File: config.mk
export PLATFORM = sky130hd
export DESIGN_NAME = vc_link_tx
export DESIGN_NICKNAME = d
export VERILOG_FILES = /design/src/rtl/noc_pkg.sv /design/src/rtl/rr_arbiter.sv /design/src/rtl/vc_link_tx.sv
export SDC_FILE = /design/constraint.sdc
export NUM_CORES = 1
export LEC_CHECK = 0
export CORE_MARGIN = 3
export CORE_UTILIZATION = 34
export CTS_CLUSTER_DIAMETER = 120
export DETAILED_ROUTE_END_ITERATION = 16
export PLACE_DENSITY = 0.89
export SKIP_CTS_REPAIR_TIMING = 1
export SLEW_MARGIN = 10
export SYNTH_ARGS = -nofsm -noshare
export SYNTH_HDL_FRONTEND = slang
export SYNTH_SLANG_ARGS = --single-unit
export TNS_END_PERCENT = 20
File: constraint.sdc
create_clock -name clk -period 2.6 [get_ports clk]
set_clock_uncertainty 0.1 [all_clocks]
set_input_delay 0.39 -clock clk [delete_from_list [all_inputs] [get_ports clk]]
set_output_delay 0.39 -clock clk [all_outputs]
set_load 0.05 [all_outputs]
File: src/rtl/noc_pkg.sv
// Shared NoC types: flit width, flit-type encoding, VC id width and per-VC framing state.
package noc_pkg;

    localparam int unsigned FLIT_W   = 34;
    localparam int unsigned TYPE_MSB = FLIT_W - 1;
    localparam int unsigned TYPE_LSB = FLIT_W - 2;
    localparam int unsigned VC_ID_W  = 2;

    typedef enum logic [1:0] {
        FT_HEAD   = 2'b00,
        FT_BODY   = 2'b01,
        FT_SINGLE = 2'b10,
        FT_TAIL   = 2'b11
    } flit_type_t;

    typedef enum logic {
        FS_IDLE = 1'b0,
        FS_PKT  = 1'b1
    } frame_state_t;

    // A flit type that cannot legally follow the current framing state.
    function automatic logic frame_violation(input frame_state_t s, input flit_type_t t);
        if (s == FS_IDLE) begin
            return (t == FT_BODY) || (t == FT_TAIL);
        end
        return (t == FT_HEAD) || (t == FT_SINGLE);
    endfunction

endpackage

File: src/rtl/rr_arbiter.sv
// Combinational round-robin arbiter: first requester at or after ptr, wrapping modulo N.
module rr_arbiter
    import noc_pkg::*;
#(
    parameter int unsigned N = 3
) (
    input  logic [N-1:0]       req,
    input  logic [VC_ID_W-1:0] ptr,
    output logic [N-1:0]       grant,
    output logic [VC_ID_W-1:0] idx
);

    logic found;

    always_comb begin
        grant = '0;
        idx   = '0;
        found = 1'b0;
        for (int i = 0; i < int'(N); i++) begin
            for (int j = 0; j < int'(N); j++) begin
                if (!found && req[j] && (j == (int'(ptr) + i) % int'(N))) begin
                    grant[j] = 1'b1;
                    idx      = VC_ID_W'(j);
                    found    = 1'b1;
                end
            end
        end
    end

endmodule

File: src/rtl/vc_link_tx.sv
// Router output-link transmitter: per-flit round-robin over eligible VCs into one registered slot.
// Optional per-VC head/tail framing check enabled by VC_LINK_TX_FRAME_CHECK_EN.
module vc_link_tx #(
    parameter int unsigned NUM_VC = 3,
    parameter int unsigned FLIT_W = noc_pkg::FLIT_W
) (
    input  logic                        clk,
    input  logic                        arst,
    input  logic [NUM_VC*FLIT_W-1:0]    fdata_i,
    input  logic [NUM_VC-1:0]           valid_i,
    output logic [NUM_VC-1:0]           ready_o,
    output logic [FLIT_W-1:0]           fdata_o,
    output logic [noc_pkg::VC_ID_W-1:0] vc_id_o,
    output logic                        valid_o,
    input  logic [NUM_VC-1:0]           ready_i,
    output logic                        err_o
);
    import noc_pkg::*;

    localparam int unsigned IW = VC_ID_W;

    logic [NUM_VC-1:0] eligible;
    logic [NUM_VC-1:0] arb_grant;
    logic [NUM_VC-1:0] grant;
    logic [IW-1:0]     arb_idx;
    logic [IW-1:0]     rr_ptr;
    logic [3:0]        ready_pad;
    logic              slot_free;
    logic              any_grant;
    logic [FLIT_W-1:0] sel_flit;

    // Padded so vc_id_o can index it for any NUM_VC up to 4.
    assign ready_pad = 4'(ready_i);
    assign slot_free = !valid_o || ready_pad[vc_id_o];
    assign eligible  = valid_i & ready_i;

    rr_arbiter #(.N(NUM_VC)) u_arb (
        .req   (eligible),
        .ptr   (rr_ptr),
        .grant (arb_grant),
        .idx   (arb_idx)
    );

    assign grant     = (arst && slot_free) ? arb_grant : '0;
    assign any_grant = |grant;
    assign ready_o   = grant;

    always_comb begin
        sel_flit = '0;
        for (int v = 0; v < int'(NUM_VC); v++) begin
            if (grant[v]) begin
                sel_flit = fdata_i[v*FLIT_W +: FLIT_W];
            end
        end
    end

    // Output slot and round-robin pointer.
    always_ff @(posedge clk) begin
        if (!arst) begin
            valid_o <= 1'b0;
            fdata_o <= '0;
            vc_id_o <= '0;
            rr_ptr  <= '0;
        end else if (any_grant) begin
            valid_o <= 1'b1;
            fdata_o <= sel_flit;
            vc_id_o <= arb_idx;
            rr_ptr  <= IW'((int'(arb_idx) + 1) % int'(NUM_VC));
        end else if (slot_free) begin
            valid_o <= 1'b0;
        end
    end

`ifdef VC_LINK_TX_FRAME_CHECK_EN
    frame_state_t      fs_q [NUM_VC];
    frame_state_t      fs_d [NUM_VC];
    logic [NUM_VC-1:0] viol_c;
    flit_type_t        gtype;
    logic              err_q;

    assign gtype = flit_type_t'(sel_flit[FLIT_W-1:FLIT_W-2]);

    always_ff @(posedge clk) begin
        for (int v = 0; v < int'(NUM_VC); v++) begin
            if (!arst) begin
                fs_q[v] <= FS_IDLE;
            end else begin
                fs_q[v] <= fs_d[v];
            end
        end
    end

    // Illegal types leave the state unchanged; only the error flag reacts.
    always_comb begin
        fs_d = fs_q;
        for (int v = 0; v < int'(NUM_VC); v++) begin
            if (grant[v]) begin
                case (fs_q[v])
                    FS_IDLE: if (gtype == FT_HEAD) fs_d[v] = FS_PKT;
                    FS_PKT:  if (gtype == FT_TAIL) fs_d[v] = FS_IDLE;
                    default: fs_d[v] = FS_IDLE;
                endcase
            end
        end
    end

    always_comb begin
        viol_c = '0;
        for (int v = 0; v < int'(NUM_VC); v++) begin
            viol_c[v] = grant[v] && frame_violation(fs_q[v], gtype);
        end
    end

    always_ff @(posedge clk) begin
        if (!arst) begin
            err_q <= 1'b0;
        end else begin
            err_q <= err_q | (|viol_c);
        end
    end

    assign err_o = err_q;
`else
    assign err_o = 1'b0;
`endif

endmodule

# Word level (Yosys, flattened, before mapping)
# Cells that the tools add are included.
classes:
  reduce_logical: 33
  div_mod_pow: 4
  n_mul: 0
  n_addsub: 3
  n_bitwise: 1
  n_eq_ne: 6
  n_lt_le_gt_ge: 1
  n_shift: 0
  n_mux: 32
op_table:
  columns: ["operator", "count"]
  rows:
  - ["34-bit two-way mux", 3]
  - ["2-bit by 32-bit == test with 1-bit output (first input constant)", 3]
  - ["3-bit by 32-bit == test with 1-bit output (first input constant)", 3]
  - ["32-bit zero test", 3]
  - ["32-bit by 3-bit remainder unit with 32-bit output (second input constant)", 3]
  - ["3-bit by 3-bit remainder unit with 32-bit output (second input constant)", 1]
  - ["1-bit two-way mux", 20]
  - ["1-bit logical AND", 18]
  - ["2-bit two-way mux", 7]
  - ["1-bit zero test", 9]
  - ["2-bit by 1-bit adder with 3-bit output (second input constant)", 2]
  - ["2-bit by 2-bit adder with 3-bit output (second input constant)", 1]
  - ["3-bit bitwise AND", 1]
  - ["2-bit by 3-bit less-than comparator with 1-bit output (second input constant)", 1]
  - ["3-bit two-way mux", 1]
  - ["3-bit OR reduction", 1]
  - ["1-bit binary-select mux with 2-bit select", 1]
  - ["2-bit nonzero test", 1]
  - ["1-bit logical OR", 1]
totals:
  mem_count: 0
  mem_bits_rw: 0
  regBits: 39
  mem_bits_ro: 0
  in_bits: 110
  latchBits: 0
  out_inout_bits: 41
  elab_cells: 84

# Depth between registers and ports, before layout
# Gate-level depths: netlist of the first run.
depth:
  ltp_word: 40
  mapped_depth: 10
  ltp_nobuf: 9

# Modules after synthesis
# From an unflattened synthesis of the first run, not the netlist that was laid out.
hier_totals:
  hier_cells: 290
  hier_area_um2: 2596.2
modules_own_cells:
  columns: ["module", "cells_each", "area_per_inst_um2", "n_inst"]
  rows:
  - ["vc_link_tx", 273, 2462.4, 1]
  - ["rr_arbiter", 17, 133.9, 1]

# Worst setup path after synthesis of the first run
# No wires, ideal clock.
synth_path:
  path_kind: "reg2out"
  from: "register rr_ptr[0]"
  to: "output ready_o[2]"
  stages_incl_launch_ff: 9
  path_buffers: 1
  arrival_time_ns: 2.323
  setup_slack_ns: -0.213
  required_time_ns: 2.110
  cell_sequence: "dfxtp_1 inv_1 ha_1 a2bb2oi_1 o211ai_1 nor2_1 clkbuf_1 inv_1 nor2_1"
synth_between:
  elab_chain_len: 37
  elab_cells_between_ends: 51
  classes_between: "add/sub: 2; div: 3; eq/ne: 6; mux: 12; reduce/logical: 28"
synth_rtl:
  columns: ["element", "line_no", "source"]
  rows:
  - ["start, declared", "vc_link_tx.sv:26", "logic [IW-1:0] rr_ptr;"]
  - ["start signal, assigned", "vc_link_tx.sv:68", "rr_ptr <= IW'((int'(arb_idx) + 1) % int'(NUM_VC));"]
  - ["branches (longest 35 deep; another with 32-bit by 3-bit remainder unit with 32-bit output)", null, null]
  - ["1-bit two-way mux *", "rr_arbiter.sv:21", "if (!found && req[j] && (j == (int'(ptr) + i) % int'(N))) begin"]
  - ["3-bit two-way mux *", "vc_link_tx.sv:44", "assign grant = (arst && slot_free) ? arb_grant : '0;"]
  - ["end, declared", "vc_link_tx.sv:11", "output logic [NUM_VC-1:0] ready_o,"]
# Mark *: on every way between the ends.

# Worst setup path in the final report of the first run
layout_path:
  from: "input ready_i[2]"
  to: "output ready_o[0]"
layout_between:
  elab_chain_len: 21
  elab_cells_between_ends: 26
  classes_between: "mux: 9; bitwise: 1; reduce/logical: 16"
layout_rtl:
  columns: ["element", "line_no", "source"]
  rows:
  - ["start, declared", "vc_link_tx.sv:15", "input logic [NUM_VC-1:0] ready_i,"]
  - ["3-bit bitwise AND", "vc_link_tx.sv:35", "assign eligible = valid_i & ready_i;"]
  - ["1-bit logical AND (2 in series)", "rr_arbiter.sv:21", null]
  - ["1-bit two-way mux", "rr_arbiter.sv:21", null]
  - ["1-bit zero test", "rr_arbiter.sv:21", null]
  - ["1-bit logical AND (2 in series)", "rr_arbiter.sv:21", null]
  - ["1-bit two-way mux", "rr_arbiter.sv:21", null]
  - ["1-bit zero test", "rr_arbiter.sv:21", null]
  - ["1-bit logical AND (2 in series)", "rr_arbiter.sv:21", null]
  - ["1-bit two-way mux", "rr_arbiter.sv:21", null]
  - ["1-bit zero test", "rr_arbiter.sv:21", null]
  - ["1-bit logical AND (2 in series)", "rr_arbiter.sv:21", null]
  - ["1-bit two-way mux", "rr_arbiter.sv:21", null]
  - ["1-bit zero test", "rr_arbiter.sv:21", null]
  - ["1-bit logical AND (2 in series)", "rr_arbiter.sv:21", null]
  - ["1-bit two-way mux", "rr_arbiter.sv:21", null]
  - ["3-bit two-way mux *", "vc_link_tx.sv:44", null]
# Mark *: on every way between the ends. The rest lies on a longest branch, timed or not. The select of a mux whose other input is x is not followed.

==> results.md, run 1 <==
- Drt pass-1 iters: 6
- Clock power frac: between 10% and 20%
- Worst EP arrival: slightly above 2 ns
- Lkg Pwr: roughly 1.3 nW
- Largest net degree at the start of global routing: 53
- Metal2 WL: 3820 um
- Post-DR vias/cell: ~5.6
- Status: finished clean
- Tot Pwr: roughly 2.0 mW
- Endpoints failing setup: 0
- Fmax: ~400 MHz
- Min setup slack post-route: a little over 0.08 ns
- FF-to-FF Start: rr_ptr[0]$_SDFFE_PN0P_
- Clock period minus worst slack: ~2.5 ns
- Placed instance count: between 400 and 500
- Initial Utilization: 35.4%
- Die footprint: around 6700 um2
- Sequential fraction of the synthesis area: between 30% and 40%
- Maxcap violations: 0
- Synth cell types: 37
- Global-route wire length before repair: 10,900 um
- Final hold vios: 0
- Placed instance area: 3550 um2
- Post-DP HPWL: ~5600 um
- P per Cell Area: around 540 nW/um2
- Clk buf depth: 2
- Top Layer Used: met4
- Unrepaired setup endpoints after global routing: yes
- Yosys Warn Count: 0
- Vias in the first global route: between 2k and 2.5k
- Mapped cell area: about 2000 um2
- Start point of the critical path: ready_i[2]
- Final net count: 480
- Slew Limit Fails: 0
- Root Driver: clkbuf_8
- Slowest cell delay on critical path: between 0.5 and 0.6 ns
- Slew headroom: a little under a third
- Worst-path maximum fanout: 35
- Initial antenna violation count: 0
- Top cells by area, synth: dfxtp_1 40%, a222oi_1 13%, o21ai_0 8.9%
- DRC Markers: 0
- Leading area contributor after synthesis: dfxtp_1
- Synth Register Bits: 39
- Insertion delay to the later sink of the worst-skew pair: approximately 0.27 ns
- Mapped Nets: roughly 340
- CTS H-Tree Depth: 2
- Startpoint types: input pin
- Initial DRC Count: between 150 and 200
- Post-Route M1 WL: ~2700 um
- Post-Synthesis Cells: roughly 220
- Syn Area/Cell: 8.79 um2
- CP endpoint: ready_o[0]
- CP required: approximately 2.1 ns
- Post-route insts no fill: 440
- Die width: roughly 82 um
- Worst ir drop on vdd: around 0.32 mV
- Fin crit share: 96.9%
- Post-route ant nets: 0
- Switching power of the nets: roughly 0.72 mW
- R2R Setup Slk: about 0.22 ns
- Share of post-route cells with drive strength above 1: under 10%
- Vias: about 2.5k
- Reg-to-reg endpoint: fdata_o[16]$_SDFFE_PN0P_
- Sequential power share: roughly 36%
- CP max stage cell: and4_4
- Placer Congestion: ~0.83
- Critical Path, Cell by Cell: clkdlybuf4s50_1, mux2_4, o221a_1, and4_4, buf_12
- Worst slew pin tran: 1.04 ns
- Detail Route met3 WL: 698 um
- GRT Residual Overflow: 0
- I/O Buffers: about 150
- Layout area overhead: 85.5%
- Num CTS Buffers: 5
- Critical path class: input pin to output port
- I/O pins: 151
- Core Box Area: about 5500 um2
- Final Cell Area: between 3000 and 4000 um2
- Routed wire length: roughly 7400 um
- CTS tree: done
- Die height: slightly above 80 um
- CTS sink cnt: 39
- Worst slack at placement: -0.0771 ns
- FP Rows: 27
- Endpoint class of the critical path: output port
- FF-to-FF path depth: 8
- Part of the power in combinational logic: between 40% and 50%
- DR WL/cell: 16.8 um
- Synth top area share: about two fifths
- Clk pin slew, worst setup/hold paths: roughly 0.07 ns
- Hold Path Class: register to register
- Total GRT Usage: between 20 and 25%
- Switching share of power: 36.8%
- P_int: 1.24 mW
- Diode count: 0
## flip-flops by register name (all words and copies together), names as in the netlist
signal and count:
rr_ptr 2, valid_o 1, fdata_o 34, vc_id_o 2
## cells by family (layout without fill, tap and decap cells)
kind of cell / Yosys count / in the layout / synth area share [%]
AO/OA/AOI/OAI: 117 / 117 / 40.7
adder cells (fa/ha/maj): 3 / 3 / 1.91
buffers and inverters: 30 / 175 / 7.91
flip-flops: 39 / 39 / 39.8
multiplexers: 3 / 3 / 1.79
other: 1 / 1 / 0.191
AND/OR/NAND/NOR: 30 / 30 / 7.72
## area by class of cell
| type | count | area [um2] |
|---|---|---|
| multi-input combinational | 154 | 1050 |
| sequential | 39 | 781 |
| timing repair buffer | 161 | 1610 |
| fill | 463 | 1900 |
| clock buffer | 7 | 76.3 |
| inverter | 6 | 22.5 |
| tap | 72 | 90.1 |
| clock inverter | 1 | 5.00 |
## layout by cell type, fill, tap and decap left out, drive strengths merged, types with 2 or more instances in the layout
| cell type | n |
|---|---|
| a2bb2oi | 2 |
| a22o | 2 |
| nand2 | 11 |
| a222oi | 26 |
| ha | 3 |
| inv | 6 |
| clkdlybuf4s50 | 146 |
| o21ai | 35 |
| nand3 | 3 |
| clkbuf | 7 |
| dfxtp | 39 |
| a21oi | 29 |
| a31oi | 8 |
| and2 | 2 |
| a32oi | 8 |
| nor2 | 5 |
| and3 | 2 |
| buf | 15 |
| mux2i | 2 |
## synth_stat cells
cell,number
and2_1,2
inv_1,6
clkbuf_1,15
ha_1,3
and4_4,1
dfxtp_1,39
a21oi_1,29
a32oi_1,8
o32ai_1,1
nand2b_1,1
o221ai_1,1
and3b_1,1
o21a_1,1
a22o_1,2
nor3_1,1
o21ai_0,35
nor2_1,5
a2bb2oi_1,2
and2b_1,1
a222oi_1,26
buf_4,1
conb_1,1
mux2i_1,2
a31oi_1,8
buf_1,2
a31o_2,1
and3_1,2
nand3_1,3
o211ai_1,1
buf_2,1
nor2b_1,1
or2_2,1
nand2_1,11
buf_6,5
o221a_1,1
mux2_4,1
a211o_1,1
## per-stage QoR
step                      hold WS [ns]  utilization [%]  TNS [ns]
after global placement           0.420             64.0         0
after global routing             0.469             65.6   -0.0178
after detailed placement         0.415             64.0    -0.979
after floorplan                  0.387                -         0
final                            0.437             65.6         0
after CTS                        0.432             65.5         0
## power by group through the flow
stage | logic, mW | clock network [mW] | registers (mW)
after floorplan | 0.246 | 0 | 0.954
after global placement | 0.843 | 0 | 0.717
after detailed placement | 0.860 | 0 | 0.720
after CTS | 0.862 | 0.393 | 0.708
after global routing | 0.914 | 0.420 | 0.717
final | 0.863 | 0.386 | 0.709
## worst min path at each step
| stage | from | endpoint | slack [ns] | cells after the start |
|---|---|---|---|---|
| after global placement | fdata_o[6]$_SDFFE_PN0P_ | fdata_o[6]$_SDFFE_PN0P_ | 0.42 | 2 |
| after global routing | fdata_o[15]$_SDFFE_PN0P_ | fdata_o[15]$_SDFFE_PN0P_ | 0.47 | 2 |
| after detailed placement | rr_ptr[1]$_SDFFE_PN0P_ | rr_ptr[1]$_SDFFE_PN0P_ | 0.42 | 2 |
| after floorplan | rr_ptr[1]$_SDFFE_PN0P_ | rr_ptr[1]$_SDFFE_PN0P_ | 0.39 | 2 |
| after CTS | rr_ptr[1]$_SDFFE_PN0P_ | rr_ptr[1]$_SDFFE_PN0P_ | 0.43 | 2 |
| final | rr_ptr[1]$_SDFFE_PN0P_ | rr_ptr[1]$_SDFFE_PN0P_ | 0.44 | 2 |
## layer usage
layer  vias to the layer above  track usage (%)
li1                       1183                -
met3                        13             5.59
met1                      1145             23.3
met5                         -                0
met2                       117             36.8
met4                         0             6.64
## critical path: cells and delay by family
family	cells	cell delay, ns
muxes	1	0.17
buffers and inverters	2	0.68
AOI/OAI and AO/OA	1	0.24
and+or+nand+nor	1	0.54
Power figures use the tool's default switching activity.
==> inputs of run 2 (changes only) <==
GPL_TIMING_DRIVEN = 0   (was unset)
SLEW_MARGIN = unset   (was 10)
==> results.md, run 2 (synthesized netlist as in run 1, its figures left out) <==
- Total GRT Usage: approximately 22%
- Share of post-route cells with drive strength above 1: between 8 and 9%
- Placed instance area: about 3500 um2
- CTS tree: done
- Endpoints failing setup: 0
- P_int: about 1.4 mW
- CTS sink cnt: 39
- Post-Route M1 WL: approximately 2900 um
- Num CTS Buffers: 5
- Min Hold Slack: 0.445 ns
- Post-DR vias/cell: 5.57
- Fin crit share: between 90% and 100%
- DRC Markers: 0
- Slowest cell delay on critical path: about 0.36 ns
- Final net count: around 490
- Lkg Pwr: 1.34 nW
- Placer Congestion: 0.816
- Most used cell along the critical path: buf_6
- Sequential power share: between 30% and 40%
- Detail Route met3 WL: 708 um
- Initial Utilization: between 30% and 40%
- Core Box Area: 5540 um2
- Maxcap violations: 0
- Vias: roughly 2.5k
- Endpoint class of the critical path: output port
- Insertion delay to the later sink of the worst-skew pair: ~0.28 ns
- Metal2 WL: just over 4000 um
- Switching power of the nets: 0.751 mW
- Worst EP arrival: between 2 and 2.5 ns
- Commonest non-fill, non-tap cell in the layout: clkdlybuf4s50_1
- Most frequent cells in the layout: 142 x clkdlybuf4s50_1, 36 x dfxtp_1, 35 x o21ai_0
- Root Driver: clkbuf_8
- Die width: between 80 and 90 um
- P per Cell Area: between 500 and 600 nW/um2
- I/O Buffers: roughly 150
- Top Layer Used: met4
- Slew Limit Fails: 0
- Drt pass-1 iters: 7
- Switching share of power: 35.6%
- Critical path class: register to output port
- Startpoint types: register
- Hold Path Class: register to register
- Layout area overhead: 89.3%
- CP required: around 2.1 ns
- Unrepaired setup endpoints after global routing: yes
- Post-DP HPWL: roughly 6000 um
- Critical Path, Cell by Cell: inv_1, ha_2, or2_2, a31o_2, and4_4, buf_6, buf_6, buf_6
- Worst slew pin tran: roughly 0.56 ns
- Die height: around 82 um
- I/O pins: approximately 150
- Max reg flops: 34
- GRT Residual Overflow: 0
- Clock period minus worst slack: between 2 and 3 ns
- Clk pin slew, worst setup/hold paths: approximately 0.070 ns
- Top cell family by delay on the critical path: simple AND/OR/NAND/NOR gates
- Worst ir drop on vdd: 0.299 mV
- Worst-path maximum fanout: 10
- Part of the power in combinational logic: around two fifths
- Placed instance count: 443
- Fmax: about 390 MHz
- Vias in the first global route: around 2.5k
- Initial DRC Count: between 200 and 250
- Post-route ant nets: 0
- Routed wire length: a little under 8000 um
- Initial antenna violation count: 0
- Final Cell Area: approximately 3700 um2
- Diode count: 0
- Global-route wire length before repair: about 12,000 um
- Die footprint: between 6000 and 7000 um2
- Final hold vios: 0
- CP max stage cell: dfxtp_4
- Clk buf depth: 2
- Status: finished clean
- FP Rows: 27
- Largest net degree at the start of global routing: 13
- Largest Register: fdata_o
- Buf/Inv on CP: 4
- Clock power frac: ~25%
- Largest registers: fdata_o x34, rr_ptr x2, vc_id_o x2
- Post-route insts no fill: 452
- Slew headroom: a little over three fifths
- DR WL/cell: roughly 17 um
- CTS H-Tree Depth: 2
-- run 2: cell types whose count changed in the layout (fill, tap and decap cells not counted), moves of 2 or more --
cell             delta
clkbuf_1           +11
buf_4               -9
buf_6               +8
clkdlybuf4s50_1     -4
buf_12              -3
dfxtp_1             -3
dlymetal6s2s_1      +3
buf_1               +2
buf_2               +2
dfxtp_2             +2
ha_1                -2
-- run 2: final cells by class --
class | instances | area, um2
buffer | 23 | 136
clock buffer | 6 | 82.6
clock inverter | 2 | 35.0
fill | 505 | 1830
inverter | 6 | 22.5
multi-input combinational | 154 | 1060
sequential | 39 | 787
tap | 72 | 90.1
timing repair buffer | 150 | 1500
-- run 2: final timing paths --
kind                                 start                  endpoint  slack [ns]  cells after the start
setup reg to reg    rr_ptr[0]$_SDFFE_PN0P_  fdata_o[29]$_SDFFE_PN0P_        0.18                      9
setup / recovery    rr_ptr[1]$_SDFFE_PN0P_                ready_o[0]        0.07                      8
hold / removal    fdata_o[19]$_SDFFE_PN0P_  fdata_o[19]$_SDFFE_PN0P_        0.44                      2
hold reg to reg   fdata_o[19]$_SDFFE_PN0P_  fdata_o[19]$_SDFFE_PN0P_        0.44                      2
-- run 2: metrics by stage --
step / setup TNS, ns / power (mW) / worst slack [ns] / util [%]
2_1_floorplan: 0 / 1.20 / 0.119 / -
5_1_grt: -0.0532 / 2.20 / -0.0187 / 67.0
6_report: 0 / 2.11 / 0.0681 / 67.0
4_1_cts: -4.18 / 2.10 / -1.42 / 66.0
3_3_place_gp: -5.08 / 1.56 / -1.13 / 63.9
3_5_place_dp: -6.72 / 1.58 / -1.19 / 63.9
-- run 2: power by group through the flow --
stage	clock [mW]	combinational, mW	sequential (mW)
after floorplan	0	0.246	0.954
after global placement	0	0.848	0.715
after detailed placement	0	0.862	0.719
after CTS	0.531	0.866	0.706
after global routing	0.557	0.932	0.716
final	0.525	0.879	0.708
-- run 2: worst register-to-register path, cell delays in order (launching register included) --
cell      delay [ns]
dfxtp_2         0.35
inv_1           0.07
ha_4            0.29
nand3_1         0.09
a22o_1          0.27
and2_1          0.16
buf_2           0.18
buf_1           0.24
a222oi_1        0.44
a21oi_1         0.11
-- run 2: layer usage --
metal | vias to the layer above | GRT usage [%]
met3 | 4 | 5.59
met1 | 1191 | 25.6
met4 | 0 | 6.48
met2 | 118 | 39.5
li1 | 1204 | -
met5 | - | 0
==> inputs of run 3 (changes only) <==
MAX_ROUTING_LAYER = met4   (was unset)
==> results.md, run 3 (synthesized netlist as in run 1, its figures left out) <==
- Worst EP arrival: about 2.0 ns
- Fin crit share: between 90% and 100%
- Clk pin slew, worst setup/hold paths: roughly 0.070 ns
- Slew Limit Fails: 0
- Slew headroom: 61.9%
- CP required: around 2.1 ns
- Max reg flops: 34
- Detail Route met3 WL: 729 um
- Initial Utilization: approximately 35%
- Most used cell along the critical path: buf_6
- CTS sink cnt: 39
- Startpoint types: register
- Start point of the critical path: rr_ptr[1]$_SDFFE_PN0P_
- R2R Setup Slk: between 0.15 and 0.2 ns
- Final Cell Area: approximately 3700 um2
- Tot Pwr: approximately 2.1 mW
- Fmax: between 300 and 400 MHz
- Slowest cell delay on critical path: around 0.37 ns
- Endpoint class of the critical path: output port
- Worst-path maximum fanout: 10
- Post-Route M1 WL: 2900 um
- Root Driver: clkbuf_8
- Vias: between 2k and 3k
- CTS H-Tree Depth: 2
- Most frequent cells in the layout: 142 x clkdlybuf4s50_1, 36 x dfxtp_1, 35 x o21ai_0
- DRC Markers: 0
- Placed instance area: roughly 3500 um2
- Final Util: roughly two thirds
- Vias in the first global route: around 2.5k
- Total GRT Usage: 22.7%
- Post-DR vias/cell: 5.56
- Final hold vios: 0
- Placer Congestion: around 0.83
- Routed wire length: 7780 um
- I/O Buffers: roughly 150
- Lkg Pwr: between 1 and 1.5 nW
- Clock period minus worst slack: ~2.5 ns
- FF-to-FF Start: rr_ptr[0]$_SDFFE_PN0P_
- Maxcap violations: 0
- Diode count: 0
- Die width: between 80 and 90 um
- Worst ir drop on vdd: just under 0.3 mV
- Largest net degree at the start of global routing: 13
- Critical Path, Cell by Cell: inv_1, ha_2, or2_2, a31o_2, and4_4, buf_6, buf_6, buf_6
- I/O pins: roughly 150
- Metal2 WL: 4100 um
- Hold Path Class: register to register
- Share of post-route cells with drive strength above 1: 8.68%
- Top Layer Used: met4
- Num CTS Buffers: 5
- Unrepaired setup endpoints after global routing: yes
- Min Hold Slack: ~0.44 ns
- Largest Register: fdata_o
- Post-DP HPWL: 5980 um
- Layout area overhead: 89.3%
- Final net count: roughly 490
- DR WL/cell: around 17 um
- P per Cell Area: between 500 and 600 nW/um2
- Die footprint: between 6000 and 7000 um2
- Post-route ant nets: 0
- Endpoints failing setup: 0
- GRT Residual Overflow: 0
- Commonest non-fill, non-tap cell in the layout: clkdlybuf4s50_1
- Worst slew pin tran: 0.569 ns
- Initial DRC Count: 205
- Insertion delay to the later sink of the worst-skew pair: 0.28 ns
- Largest registers: fdata_o x34, rr_ptr x2, vc_id_o x2
- Global-route wire length before repair: about 11,000 um
- Core Box Area: between 5000 and 6000 um2
- Min setup slack post-route: about 0.068 ns
- FP Rows: 27
- Status: finished clean
- CP max stage cell: dfxtp_4
- Initial antenna violation count: 0
- Die height: around 82 um
- Clk buf depth: 2
- Worst slack at placement: -1.19 ns
- CTS tree: done
- Startpoint of the lowest-slack hold path: fdata_o[19]$_SDFFE_PN0P_
- Drt pass-1 iters: 9
- Critical path class: register to output port
## run 3: path summary, 6_finish.rpt
check,end,cells past startpoint
worst min register to register,fdata_o[19]$_SDFFE_PN0P_,2
worst max-delay path,ready_o[0],8
worst min-delay path,fdata_o[19]$_SDFFE_PN0P_,2
worst max register to register,fdata_o[29]$_SDFFE_PN0P_,9
## run 3: cell type report
class | instances | area (um2)
clock buffer | 6 | 82.6
tap | 72 | 90.1
clock inverter | 2 | 35.0
multi-input combinational | 154 | 1060
timing repair buffer | 150 | 1500
sequential | 39 | 787
inverter | 6 | 22.5
fill | 505 | 1830
buffer | 23 | 136
## run 3: stage by stage
stage	setup TNS, ns	instances
4_1_cts	-4.18	451
3_3_place_gp	-5.08	443
6_report	0	452
3_5_place_dp	-6.72	443
2_1_floorplan	0	223
5_1_grt	-0.0539	452
## run 3: power by group
group          internal [mW]  total (mW)  switching [mW]
sequential             0.669       0.708          0.0387
combinational          0.381       0.879           0.498
clock                  0.311       0.522           0.212
## run 3: per-layer routing
metal | global-route usage, % | up-vias
li1 | - | 1204
met1 | 26.2 | 1176
met2 | 39.5 | 127
met3 | 4.71 | 6
met4 | 6.48 | 0
met5 | - | -
## run 3: worst max-delay path, delay by kind of cell (launching register included)
family / cells / cell delay (ns)
DFF: 1 / 0.37
and+or+nand+nor: 2 / 0.48
AOI/OAI and AO/OA: 1 / 0.25
buffers and inverters: 4 / 0.46
adders and majority gates: 1 / 0.19
